===== src/rtl/arp_packet_receiver.sv =====
// GMII receiver for a single minimum-size Ethernet ARP frame: preamble/SFD hunt,
// 60-byte header capture with CRC-32, FCS compare and a one-cycle result pulse.
//
// state    | meaning
// IDLE     | waiting for the first 0x55 of a preamble
// PREAMBLE | counting 0x55 bytes, waiting for SFD 0xD5
// DATA     | capturing post-SFD bytes 0..59, running CRC
// FCS      | assembling the four FCS bytes
// CHECK    | waiting for dv=0 to resolve the frame
// DISCARD  | dropping bytes until dv=0
module arp_packet_receiver #(
  parameter int unsigned PRE_MIN   = 7,
  parameter bit          CHECK_FCS = 1'b1
) (
  input  logic        clk,
  input  logic        rst,
  input  logic        gmii_rx_dv,
  input  logic [7:0]  gmii_rxd,
  output logic        arp_valid,
  output logic [15:0] arp_operator,
  output logic [47:0] arp_src_mac,
  output logic [31:0] arp_src_ip,
  output logic [47:0] arp_des_mac,
  output logic [31:0] arp_des_ip,
  output logic        err_crc,
  output logic        err_format,
  output logic        err_length
);

  typedef enum logic [2:0] {IDLE, PREAMBLE, DATA, FCS, CHECK, DISCARD} state_t;

  localparam logic [31:0] CRC_POLY_R = 32'hEDB88320;

  function automatic logic [31:0] crc_next(input logic [31:0] c, input logic [7:0] b);
    logic [31:0] r;
    r = c ^ {24'd0, b};
    for (int i = 0; i < 8; i++) begin
      r = r[0] ? ((r >> 1) ^ CRC_POLY_R) : (r >> 1);
    end
    return r;
  endfunction

  // {must_check, expected_byte} for header bytes 12..19
  function automatic logic [8:0] hdr_exp(input logic [5:0] idx);
    logic [8:0] r;
    case (idx)
      6'd12:   r = 9'h108;
      6'd13:   r = 9'h106;
      6'd14:   r = 9'h100;
      6'd15:   r = 9'h101;
      6'd16:   r = 9'h108;
      6'd17:   r = 9'h100;
      6'd18:   r = 9'h106;
      6'd19:   r = 9'h104;
      default: r = 9'h000;
    endcase
    return r;
  endfunction

  state_t         state_q, state_d;
  logic [3:0]     pre_cnt_q, pre_cnt_d;
  logic [5:0]     byte_cnt_q, byte_cnt_d;
  logic [1:0]     fcs_cnt_q, fcs_cnt_d;
  logic [31:0]    crc_q, crc_d;
  logic [31:0]    fcs_q, fcs_d;
  logic           fmt_err_q, fmt_err_d;
  logic [175:0]   shadow_q, shadow_d;
  logic           valid_q, valid_d;
  logic           err_crc_q, err_crc_d;
  logic           err_fmt_q, err_fmt_d;
  logic           err_len_q, err_len_d;
  logic [15:0]    oper_q, oper_d;
  logic [47:0]    sha_q, sha_d;
  logic [31:0]    spa_q, spa_d;
  logic [47:0]    tha_q, tha_d;
  logic [31:0]    tpa_q, tpa_d;

  logic [8:0]     hdr;
  logic           pre_ok;

  assign hdr    = hdr_exp(byte_cnt_q);
  assign pre_ok = 32'(pre_cnt_q) >= PRE_MIN;

  always_comb begin
    state_d    = state_q;
    pre_cnt_d  = pre_cnt_q;
    byte_cnt_d = byte_cnt_q;
    fcs_cnt_d  = fcs_cnt_q;
    crc_d      = crc_q;
    fcs_d      = fcs_q;
    fmt_err_d  = fmt_err_q;
    shadow_d   = shadow_q;
    valid_d    = 1'b0;
    err_crc_d  = 1'b0;
    err_fmt_d  = 1'b0;
    err_len_d  = 1'b0;
    oper_d     = oper_q;
    sha_d      = sha_q;
    spa_d      = spa_q;
    tha_d      = tha_q;
    tpa_d      = tpa_q;

    case (state_q)
      IDLE: begin
        pre_cnt_d  = 4'd0;
        byte_cnt_d = 6'd0;
        fcs_cnt_d  = 2'd0;
        crc_d      = 32'hFFFF_FFFF;
        fmt_err_d  = 1'b0;
        if (gmii_rx_dv) begin
          if (gmii_rxd == 8'h55) begin
            state_d   = PREAMBLE;
            pre_cnt_d = 4'd1;
          end else begin
            state_d = DISCARD;
          end
        end
      end

      PREAMBLE: begin
        if (!gmii_rx_dv) begin
          state_d = IDLE;
        end else if (gmii_rxd == 8'h55) begin
          if (pre_cnt_q != 4'd15) pre_cnt_d = pre_cnt_q + 4'd1;
        end else if (gmii_rxd == 8'hD5 && pre_ok) begin
          state_d    = DATA;
          byte_cnt_d = 6'd0;
        end else begin
          state_d = DISCARD;
        end
      end

      DATA: begin
        if (!gmii_rx_dv) begin
          err_len_d = 1'b1;
          state_d   = IDLE;
        end else begin
          crc_d = crc_next(crc_q, gmii_rxd);
          if (hdr[8] && (gmii_rxd != hdr[7:0])) fmt_err_d = 1'b1;
          // OPER..TPA are contiguous (bytes 20..41), so one shift register holds them all
          if ((byte_cnt_q >= 6'd20) && (byte_cnt_q <= 6'd41)) begin
            shadow_d = {shadow_q[167:0], gmii_rxd};
          end
          if (byte_cnt_q == 6'd59) begin
            state_d   = FCS;
            fcs_cnt_d = 2'd0;
          end else begin
            byte_cnt_d = byte_cnt_q + 6'd1;
          end
        end
      end

      FCS: begin
        if (!gmii_rx_dv) begin
          err_len_d = 1'b1;
          state_d   = IDLE;
        end else begin
          fcs_d = {gmii_rxd, fcs_q[31:8]};
          if (fcs_cnt_q == 2'd3) state_d = CHECK;
          else                   fcs_cnt_d = fcs_cnt_q + 2'd1;
        end
      end

      CHECK: begin
        if (gmii_rx_dv) begin
          err_len_d = 1'b1;
          state_d   = DISCARD;
        end else begin
          state_d = IDLE;
          if (CHECK_FCS && (fcs_q != ~crc_q)) begin
            err_crc_d = 1'b1;
          end else if (fmt_err_q) begin
            err_fmt_d = 1'b1;
          end else begin
            valid_d = 1'b1;
            {oper_d, sha_d, spa_d, tha_d, tpa_d} = shadow_q;
          end
        end
      end

      DISCARD: begin
        if (!gmii_rx_dv) state_d = IDLE;
      end

      default: state_d = IDLE;
    endcase
  end

  always_ff @(posedge clk or posedge rst) begin
    if (rst) begin
      state_q    <= IDLE;
      pre_cnt_q  <= 4'd0;
      byte_cnt_q <= 6'd0;
      fcs_cnt_q  <= 2'd0;
      crc_q      <= 32'hFFFF_FFFF;
      fcs_q      <= 32'd0;
      fmt_err_q  <= 1'b0;
      shadow_q   <= '0;
      valid_q    <= 1'b0;
      err_crc_q  <= 1'b0;
      err_fmt_q  <= 1'b0;
      err_len_q  <= 1'b0;
      oper_q     <= 16'd0;
      sha_q      <= 48'd0;
      spa_q      <= 32'd0;
      tha_q      <= 48'd0;
      tpa_q      <= 32'd0;
    end else begin
      state_q    <= state_d;
      pre_cnt_q  <= pre_cnt_d;
      byte_cnt_q <= byte_cnt_d;
      fcs_cnt_q  <= fcs_cnt_d;
      crc_q      <= crc_d;
      fcs_q      <= fcs_d;
      fmt_err_q  <= fmt_err_d;
      shadow_q   <= shadow_d;
      valid_q    <= valid_d;
      err_crc_q  <= err_crc_d;
      err_fmt_q  <= err_fmt_d;
      err_len_q  <= err_len_d;
      oper_q     <= oper_d;
      sha_q      <= sha_d;
      spa_q      <= spa_d;
      tha_q      <= tha_d;
      tpa_q      <= tpa_d;
    end
  end

  assign arp_valid    = valid_q;
  assign err_crc      = err_crc_q;
  assign err_format   = err_fmt_q;
  assign err_length   = err_len_q;
  assign arp_operator = oper_q;
  assign arp_src_mac  = sha_q;
  assign arp_src_ip   = spa_q;
  assign arp_des_mac  = tha_q;
  assign arp_des_ip   = tpa_q;

endmodule


===== config.mk =====
export PLATFORM = sky130hd
export DESIGN_NAME = arp_packet_receiver
export DESIGN_NICKNAME = d
export VERILOG_FILES = /design/src/rtl/arp_packet_receiver.sv
export SDC_FILE = /design/constraint.sdc
export NUM_CORES = 1
export LEC_CHECK = 0
export BUFFER_PORTS_ARGS = -buffer_cell sky130_fd_sc_hd__buf_2
export CAP_MARGIN = 20
export CORE_UTILIZATION = 25
export DETAILED_ROUTE_END_ITERATION = 16
export GPL_TIMING_DRIVEN = 0
export PLACE_DENSITY = 0.42
export SYNTH_ARGS = -nofsm -noshare
export SYNTH_HDL_FRONTEND = slang
export SYNTH_SLANG_ARGS = --single-unit

===== constraint.sdc =====
create_clock -name clk -period 13.8 [get_ports clk]
set_input_delay 1.38 -clock clk [delete_from_list [all_inputs] [get_ports clk]]
set_output_delay 1.38 -clock clk [all_outputs]
set_load 0.1 [all_outputs]

==> impl_metrics.json, run 1 <==
{
  "status": "complete, no violations",
  "skew_ns": 0.03530,
  "drv_cap": 0,
  "critPathLaunchType": "input port",
  "firstDrtPassIters": 4,
  "wl_um": 44770,
  "cts_tree": "done",
  "seq_area_frac_synth_pct": 61.38,
  "via_per_inst": 4.273,
  "min_period_over_period_pct": 26.09,
  "worst_slack_ns": 10.20,
  "crit_required_ns": 14.27,
  "h-tree-depth": 2,
  "worstSkewPairLatency_ns": 0.61,
  "cellLeakagePower_nw": 11.34,
  "num-fill-cells": 7035,
  "yosys.area.top_type": "dfrtp_1",
  "hold_path.class": "flip-flop to flip-flop",
  "crit_fanout": 10,
  "cp_data_arrival_time_ns": 4.07,
  "worstSetupStartpoint": "gmii_rx_dv",
  "max_freq_mhz": 277.7,
  "ant_nets": 0,
  "p_sw_share_pct": 24.55,
  "slew_headroom_pct": 32.53,
  "grt_start_max_net_pins": 122,
  "async_flop_share_pct": 100.0,
  "p_switching_uw": 748.4,
  "hold_path.startpoint": "arp_src_ip[21]",
  "vias": 10370,
  "timing.rr.start": "crc_q[22]",
  "period_needed_ns": 3.601,
  "grt_pass1_wl_um": 70480,
  "ios": 191,
  "p_seq_share_pct": 42.4,
  "port_buffers": 190,
  "ctsHoldBuffers": 0,
  "die_w_um": 269.1,
  "power_mw": 3.049,
  "synthFlopType": "dfrtp_1",
  "synth_top_area_share_pct": 56.67,
  "synth_cells": 1195,
  "drive_above_1_share_pct": 40.31,
  "synth_most_common_cell": "dfrtp_1",
  "p_int_mw": 2.300,
  "rsz0062_at_grt": "no",
  "cts_resized": 0,
  "hold_violations": 0,
  "clk_path_buf_depth": 3,
  "drcViolationCount": 0,
  "coreArea_um2": 70270,
  "worst_pin_slew_ns": 1.005,
  "nets": 1462,
  "die-area_um2": 72430,
  "final_cells": 2427,
  "antenna_found_initial": 0,
  "multi_input_area_um2": 6605,
  "grt_pass1_vias": 11040,
  "p_clk_share_pct": 49.6,
  "synth.top_cells.by_area": "dfrtp_1, mux2_2, mux2_1, dfstp_2, xnor2_1",
  "clk_transition_reported_paths_ns": 0.06,
  "cts_buffers": 53,
  "synth_edf_count": 0,
  "ir_drop_mv": 0.08133,
  "p_comb_share_pct": 8.1,
  "synth_area_per_cell_um2": 14.93,
  "wire_per_inst_um": 18.45,
  "fp.dieH_um": 269.1,
  "cts_setup_buffers": 0,
  "dp.cells": 2328,
  "drv_slew": 0,
  "synth_cell_type_count": 57,
  "finalSetupViolations": 0,
  "cts_root_buf": "clkbuf_16",
  "hpwlAfterDp_um": 31890,
  "fp-row-count": 97,
  "p_per_area_nw_per_um2": 138.7,
  "start_util_pct": 25.39,
  "regArea_um2": 10950,
  "ys_warn_count": 0,
  "yosys_register_bits": 436,
  "netlist_area_um2": 17840,
  "synth_nets": 1214,
  "area_delta_synth_final_pct": 23.23,
  "endpoint_kind": "flip-flop",
  "clock_sinks": 436,
  "track_usage_pct": 12.47,
  "critPathKind": "input port to flip-flop",
  "gp_congestion": 0.7902,
  "yosys-top-cells-count": "dfrtp_1, mux2_2, mux2_1",
  "dp_slack_ns": 9.481,
  "drtIter0Drc": 488,
  "grt-ovfl-total": 0
}
==> per-layer routing <==
metal	up-vias	routed length, µm	track usage, %	part of all wire, %
met2	206	20950	19.84	47
met3	59	2071	2.636	4.6
met5	-	0	0	0
li1	4758	-	-	-
met4	0	963	3.338	2.2
met1	5347	20780	17.11	46
==> sequential cells by signal (all words and copies together), names as in the netlist, 2 cells and up <==
signal,flops
arp_src_ip,32
shadow_q,176
byte_cnt_q,6
pre_cnt_q,4
arp_operator,16
arp_des_ip,32
arp_des_mac,48
state_q,3
fcs_cnt_q,2
fcs_q,32
crc_q,32
arp_src_mac,48
==> power by group through the flow <==
stage	registers (mW)	logic (mW)	clock network, mW
finish	1.29	0.246	1.51
global route	1.29	0.272	1.62
CTS	1.29	0.254	1.57
detailed placement	1.31	0.254	0
global placement	1.32	0.249	0
floorplan	1.33	0.167	0
==> metrics by stage <==
step           area, µm²  utilization [%]  setup TNS (ns)  hold slack, ns
3_5_place_dp       20060            28.54               0          0.4691
2_1_floorplan      17840                -               0          0.4585
3_3_place_gp       19970            28.41        -2136.41          0.4627
5_1_grt            21980            31.28               0          0.4976
6_report           21980            31.28               0          0.4744
4_1_cts            21980            31.28               0          0.4828
==> cells by family after synthesis <==
group | share of synthesized area (%)
flip-flops | 61.38
multiplexers | 24.42
AND/OR/NAND/NOR | 3.801
XOR/XNOR | 5.786
AO/OA/AOI/OAI | 2.455
buffers and inverters | 1.592
adder cells (fa/ha/maj) | 0.5611
==> critical path: stages <==
cell and delay, ns:
buf_2 0.12, nor2b_1 0.41, nand2_1 0.10, nor2_1 0.55
o21ai_1 0.39, clkbuf_1 0.46, buf_2 0.36, mux2_2 0.30
==> final cells by class <==
type / count / share of cell area [%]
antenna: 1 / 0.01138
buffer: 57 / 1.207
clock buffer: 74 / 6.892
clock inverter: 24 / 1.861
inverter: 5 / 0.1195
multi-input combinational: 697 / 30.05
sequential: 436 / 49.81
tap: 940 / 5.350
timing repair buffer: 193 / 4.701
==> path summary, 6_finish.rpt <==
check	to	slack, ns	cells after the start
setup / recovery	shadow_q[18]	10.20	8
hold / removal	arp_src_ip[21]	0.47	1
setup reg to reg	arp_src_mac[24]	10.47	7
hold reg to reg	arp_src_ip[21]	0.47	1
max in group asynchronous	arp_src_ip[29]	11.78	3
min in group asynchronous	arp_des_ip[16]	0.89	2
==> cell usage in the layout (no fill, tap or decap), drive strengths merged, types with 11 or more instances in the layout <==
| cell | n |
|---|---|
| nor4 | 12 |
| nand2 | 11 |
| buf | 228 |
| a21oi | 38 |
| mux2 | 386 |
| nor2 | 46 |
| xnor2 | 74 |
| xor2 | 25 |
| clkbuf | 96 |
| dfstp | 32 |
| clkinv | 11 |
| dfrtp | 404 |
(Power assumes the default switching activity.)
==> inputs of run 2 (changes only) <==
--- a/config.mk
+++ b/config.mk
@@ -5,6 +5,7 @@
 export SDC_FILE = /design/constraint.sdc
 export NUM_CORES = 1
 export LEC_CHECK = 0
+export ABC_AREA = 1
 export BUFFER_PORTS_ARGS = -buffer_cell sky130_fd_sc_hd__buf_2
 export CAP_MARGIN = 20
 export CORE_UTILIZATION = 25
==> constraint.sdc (replaced) <==
create_clock -name clk -period 3.3 [get_ports clk]
set_input_delay 0.33 -clock clk [delete_from_list [all_inputs] [get_ports clk]]
set_output_delay 0.33 -clock clk [all_outputs]
set_load 0.1 [all_outputs]
==> impl_metrics.json, run 2 <==
{
  "regToRegSetupSlack_ns": 0.33,
  "status": "complete, no violations",
  "drive_above_1_share_pct": 17.19,
  "wire_per_inst_um": 17.07,
  "firstDrtPassIters": 5,
  "synth_top_area_share_pct": 51.41,
  "via_per_inst": 4.530,
  "min_period_over_period_pct": 89.98,
  "cts_setup_buffers": 0,
  "endpoint_kind": "flip-flop",
  "largest-register": "shadow_q",
  "seq_area_frac_synth_pct": 55.68,
  "grt_start_max_net_pins": 43,
  "grt-ovfl-total": 0,
  "cts_buffers": 52,
  "layout_common_cells": "nand2_1, dfrtp_1, buf_2",
  "grt_pass1_wl_um": 96890,
  "fp-row-count": 102,
  "hold_violations": 0,
  "start_util_pct": 25.35,
  "cellLeakagePower_nw": 13.27,
  "synth_edf_count": 0,
  "hold_path.class": "input port to flip-flop",
  "cts_root_buf": "clkbuf_16",
  "synth_cell_type_count": 36,
  "cts_tree": "done",
  "power_mw": 13.12,
  "ff2ff_path_depth": 11,
  "synth_most_common_cell": "nand2_1",
  "holdWs_ns": 0.08772,
  "hpwlAfterDp_um": 46710,
  "finalSetupViolations": 0,
  "dp.cells": 3578,
  "n_antenna_cell": 0,
  "wl_um": 62740,
  "antenna_found_initial": 1,
  "drcViolationCount": 0,
  "stdcell_area_um2": 23920,
  "num-fill-cells": 8399,
  "yosys_register_bits": 436,
  "holdPathEnd": "state_q[2]",
  "synth_nets": 2357,
  "async_flop_share_pct": 100.0,
  "slew_headroom_pct": 41.24,
  "netlist_area_um2": 19670,
  "crit_fanout": 10,
  "timing.rr.start": "crc_q[28]",
  "max_freq_mhz": 336.8,
  "grt_pass1_vias": 16496,
  "final_cells": 3675,
  "synth_area_per_cell_um2": 8.412,
  "drv_slew": 0,
  "cts_resized": 0,
  "cp_data_arrival_time_ns": 3.46,
  "clock_sinks": 436,
  "skew_ns": 0.01698,
  "h-tree-depth": 2,
  "synth.top_cells.by_area": "dfrtp_1, nand2_1, nand3_1, nand4_1, dfstp_2",
  "ant_nets": 0,
  "ys_warn_count": 0,
  "hold_path.startpoint": "gmii_rx_dv",
  "crit_required_ns": 3.79,
  "track_usage_pct": 15.67,
  "synthFlopType": "dfrtp_1",
  "yosys.area.top_type": "dfrtp_1",
  "r2r_end": "arp_des_mac[38]",
  "final_common_cell": "nand2_1",
  "clk_path_buf_depth": 3,
  "critPathKind": "flip-flop to flip-flop",
  "die-area_um2": 79790,
  "ios": 191,
  "period_needed_ns": 2.969,
  "gp_congestion": 0.8689,
  "nets": 2612,
  "critPathLaunchType": "flip-flop",
  "largest_reg_flops": 176,
  "port_buffers": 189,
  "holdPathStages": 3,
  "coreArea_um2": 77590,
  "vias": 16646,
  "fp.dieH_um": 282.5,
  "drv_cap": 0,
  "worstSkewPairLatency_ns": 0.61,
  "place_area_um2": 22140,
  "yosys-top-cells-count": "nand2_1, dfrtp_1, nand3_1",
  "ir_drop_mv": 0.3712,
  "worst_pin_slew_ns": 0.8795,
  "synth_cells": 2338,
  "p_per_area_nw_per_um2": 548.7,
  "rsz0062_at_grt": "no",
  "drtIter0Drc": 1015,
  "area_delta_synth_final_pct": 21.61,
  "die_w_um": 282.5,
  "clk_transition_reported_paths_ns": 0.06
}
run 2: cell count changes after synthesis, sizes merged, moves of 22 or more:
cell	change
o21ai	+57
buf	+89
nand2	+993
a21oi	-22
inv	+98
xnor2	-71
nand3	+226
mux2	-384
nand4	+179
run 2: per-stage QoR:
| stage | setup TNS [ns] | util (%) | setup slack, ns |
|---|---|---|---|
| after floorplan | -1209.51 | - | -2.893 |
| after global routing | 0 | 30.82 | 0.1090 |
| after global placement | -2426.61 | 28.25 | -5.784 |
| final | 0 | 30.82 | 0.3306 |
| after detailed placement | 0 | 28.53 | 0.2594 |
| after CTS | 0 | 30.82 | 0.2601 |
run 2: worst max-delay path: stages (launching register included):
cell	delay, ns
dfstp_2	0.63
inv_1	0.17
nand2_1	0.10
nand4_1	0.09
nor2_1	0.11
nand2_1	0.09
nor2_4	0.36
nand3_1	0.50
buf_2	0.42
buf_2	0.24
nand2_1	0.08
nand2_1	0.05
run 2: layout make-up:
cell class	instances	area, µm²	area share [%]
plain buffers	150	829.5	3.468
flip-flops and latches	436	10950	45.79
multi-input cells	1649	7500	31.36
clock inverters	22	254.0	1.062
repair buffers	201	1176	4.918
well taps	1040	1301	5.441
inverters	103	390.4	1.632
clock buffers	74	1515	6.335
run 2: kinds of logic (layout without fill, tap and decap cells):
family                   Yosys count  count (layout)  synth area share (%)
AND/OR/NAND/NOR                 1500            1500                 33.01
flip-flops                       436             436                 55.68
buffers and inverters            253             550                 6.184
AO/OA/AOI/OAI                     97              97                 2.628
XOR/XNOR                          42              42                 1.871
adder cells (fa/ha/maj)            8               8                0.5090
multiplexers                       2               2                0.1145
run 2: per-layer routing:
layer  up-vias  GRT usage [%]  wire (µm)
met2       369          25.26      28830
met4         0          4.726       1493
met3        88          2.949       3326
li1       8154              -          -
met1      8035          21.17      29090
met5         -              0          0
run 2: worst max-delay path by stage:
stage / end / slack [ns] / from / cells past startpoint
2_1_floorplan: arp_des_ip[0] / -2.89 / rst / 1
3_3_place_gp: arp_src_mac[4] / -5.78 / rst / 2
3_5_place_dp: arp_des_mac[38] / 0.26 / state_q[0] / 8
4_1_cts: arp_des_mac[38] / 0.26 / state_q[0] / 8
5_1_grt: arp_des_mac[24] / 0.11 / crc_q[28] / 11
6_report: arp_des_mac[38] / 0.33 / crc_q[28] / 11
run 2: timing repair:
item | CTS | global route
endpoints found under the hold margin | 29 | 0
hold buffers | 1 | 0
endpoints found under the setup margin | 0 | 0
run 2: report_power, final:
group          leakage [nW]  switching (mW)  internal (mW)
combinational          6.47            1.11          0.407
clock                 0.868            2.41           3.52
sequential             5.94           0.154           5.52
==> inputs of run 3 (changes only) <==
--- a/config.mk
+++ b/config.mk
@@ -9,6 +9,8 @@
 export BUFFER_PORTS_ARGS = -buffer_cell sky130_fd_sc_hd__buf_2
 export CAP_MARGIN = 20
 export CORE_UTILIZATION = 25
+export CTS_BUF_LIST = sky130_fd_sc_hd__clkbuf_4
+export CTS_CLUSTER_DIAMETER = 100
 export DETAILED_ROUTE_END_ITERATION = 16
 export GPL_TIMING_DRIVEN = 0
 export PLACE_DENSITY = 0.42
==> impl_metrics.json, run 3 (same netlist as run 2, synthesis figures left out) <==
{
  "firstDrtPassIters": 5,
  "worstSkewPairLatency_ns": 0.94,
  "p_switching_mw": 3.750,
  "coreArea_um2": 77590,
  "ff2ff_path_depth": 11,
  "ant_nets": 0,
  "wire_per_inst_um": 16.67,
  "finalSetupViolations": 0,
  "dp.cells": 3578,
  "cts_buffers": 132,
  "worstSetupStartpoint": "crc_q[28]",
  "fp.dieH_um": 282.5,
  "slew_headroom_pct": 41.50,
  "grt_pass1_vias": 17305,
  "endpoint": "arp_des_mac[35]",
  "largest_reg_flops": 176,
  "antenna_found_initial": 2,
  "largest-register": "shadow_q",
  "vias": 17293,
  "period_needed_ns": 2.965,
  "slowest_stage": "dfstp_2",
  "final_cells": 3817,
  "ios": 191,
  "cts_setup_buffers": 0,
  "p_comb_share_pct": 12.3,
  "r2r_end": "arp_des_mac[35]",
  "cellLeakagePower_nw": 13.43,
  "area_delta_synth_final_pct": 21.72,
  "timing.rr.start": "crc_q[28]",
  "clk_transition_reported_paths_ns": 0.07,
  "cts_resized": 0,
  "port_buffers": 189,
  "worst_pin_slew_ns": 0.8756,
  "num-fill-cells": 8474,
  "p_int_mw": 8.762,
  "hpwlAfterDp_um": 46710,
  "critPathKind": "flip-flop to flip-flop",
  "skew_ns": 0.07334,
  "crit_top_cell": "nand2_1",
  "drcViolationCount": 0,
  "crit_path_cell_trace": "inv_1 > nand2_1 > nand4_1 > nor2_1 > nand2_1 > nor2_4 > nand3_1 > buf_2 > buf_2 > nand2_1 > nand2_1",
  "max_stage_delay_ns": 0.63,
  "gp_congestion": 0.8689,
  "ir_drop_mv": 0.2074,
  "layout_common_cells": "nand2_1, dfrtp_1, buf_2",
  "cts_root_buf": "clkbuf_4",
  "fp-row-count": 102,
  "nets": 2705,
  "multi_input_area_um2": 7500,
  "hold_path.class": "input port to async pin",
  "critPathLaunchType": "flip-flop",
  "die-area_um2": 79790,
  "fin_setup_tns_ns": 0,
  "cts_tree": "done",
  "drv_cap": 0,
  "p_seq_share_pct": 45.3,
  "status": "complete, no violations",
  "h-tree-depth": 4,
  "drtIter0Drc": 1029,
  "ctsHoldBuffers": 14,
  "p_clk_share_pct": 42.4,
  "wl_um": 63610,
  "drv_slew": 0,
  "via_per_inst": 4.531,
  "crit_required_ns": 4.10,
  "max_freq_mhz": 337.2,
  "rsz0062_at_grt": "no",
  "hold_violations": 0,
  "crit_fanout": 10,
  "grt_start_max_net_pins": 43,
  "grt-ovfl-total": 0,
  "final_common_cell": "nand2_1",
  "track_usage_pct": 16.12,
  "min_period_over_period_pct": 89.85,
  "p_sw_share_pct": 29.97,
  "die_w_um": 282.5,
  "drive_above_1_share_pct": 20.65,
  "clk_path_buf_depth": 3,
  "grt_pass1_wl_um": 98550,
  "p_per_area_nw_per_um2": 522.7,
  "clock_sinks": 436,
  "cp_data_arrival_time_ns": 3.76,
  "regToRegSetupSlack_ns": 0.33,
  "start_util_pct": 25.35,
  "endpoint_kind": "flip-flop",
  "regArea_um2": 10950
}
run 3: cell count changes in the layout (fill, tap and decap cells not counted), moves of 4 or more:
cell / delta
clkbuf_16: -53
inv_6: +4
clkbuf_8: -11
clkinv_1: +17
clkbuf_1: -10
dlygate4sd3_1: +13
clkinv_2: -9
clkbuf_4: +191
run 3: layer usage:
| metal | vias to the layer above | GRT usage (%) | routed length (µm) |
|---|---|---|---|
| met4 | 0 | 6.500 | 1621 |
| met2 | 441 | 25.26 | 29190 |
| met3 | 106 | 4.634 | 4060 |
| met5 | - | 0 | 0 |
| met1 | 8326 | 20.79 | 28740 |
| li1 | 8420 | - | - |
run 3: worst min path at each step:
stage | from | end | cells past startpoint
3_5_place_dp | arp_src_ip[12] | arp_src_ip[12] | 2
4_1_cts | rst | arp_des_mac[13] | 3
3_3_place_gp | arp_des_mac[13] | arp_des_mac[13] | 2
2_1_floorplan | shadow_q[168] | shadow_q[168] | 2
6_report | rst | arp_des_mac[13] | 3
5_1_grt | rst | arp_des_mac[13] | 3
run 3: cell type report:
cell class | instances | share of cell area (%)
Inverter | 103 | 1.631
Clock buffer | 191 | 5.990
Timing Repair Buffer | 214 | 5.457
Clock inverter | 32 | 0.9251
Antenna cell | 2 | 0.02091
Buffer | 150 | 3.465
Sequential cell | 436 | 45.75
Multi-Input combinational cell | 1649 | 31.33
Tap cell | 1040 | 5.436
run 3: worst max-delay path, delay by kind of cell, from the launching register on:
kind                   cells  cell delay [ns]
flip-flops                 1             0.63
AND/OR/NAND/NOR            8             1.40
buffers and inverters      3             0.83
run 3: metrics by stage:
step                setup WS, ns  area, µm²  utilization (%)  hold WS, ns  power, mW
finish                    0.3348      23940            30.85       0.1228      12.51
global route              0.1317      23940            30.85      0.08557      13.26
global placement          -5.784      21920            28.25       0.4527      7.253
CTS                       0.2710      23930            30.84    0.0008077      12.79
detailed placement        0.2594      22140            28.53       0.4530      7.293
floorplan                 -2.893      19670                -       0.4422      6.777
run 3: power groups by stage:
| stage | clock network [mW] | logic, mW | registers [mW] |
|---|---|---|---|
| final | 5.30 | 1.54 | 5.67 |
| after global routing | 5.84 | 1.74 | 5.68 |
| after CTS | 5.56 | 1.56 | 5.67 |
| after detailed placement | 0 | 1.53 | 5.76 |
| after global placement | 0 | 1.48 | 5.77 |
| after floorplan | 0 | 1.03 | 5.74 |
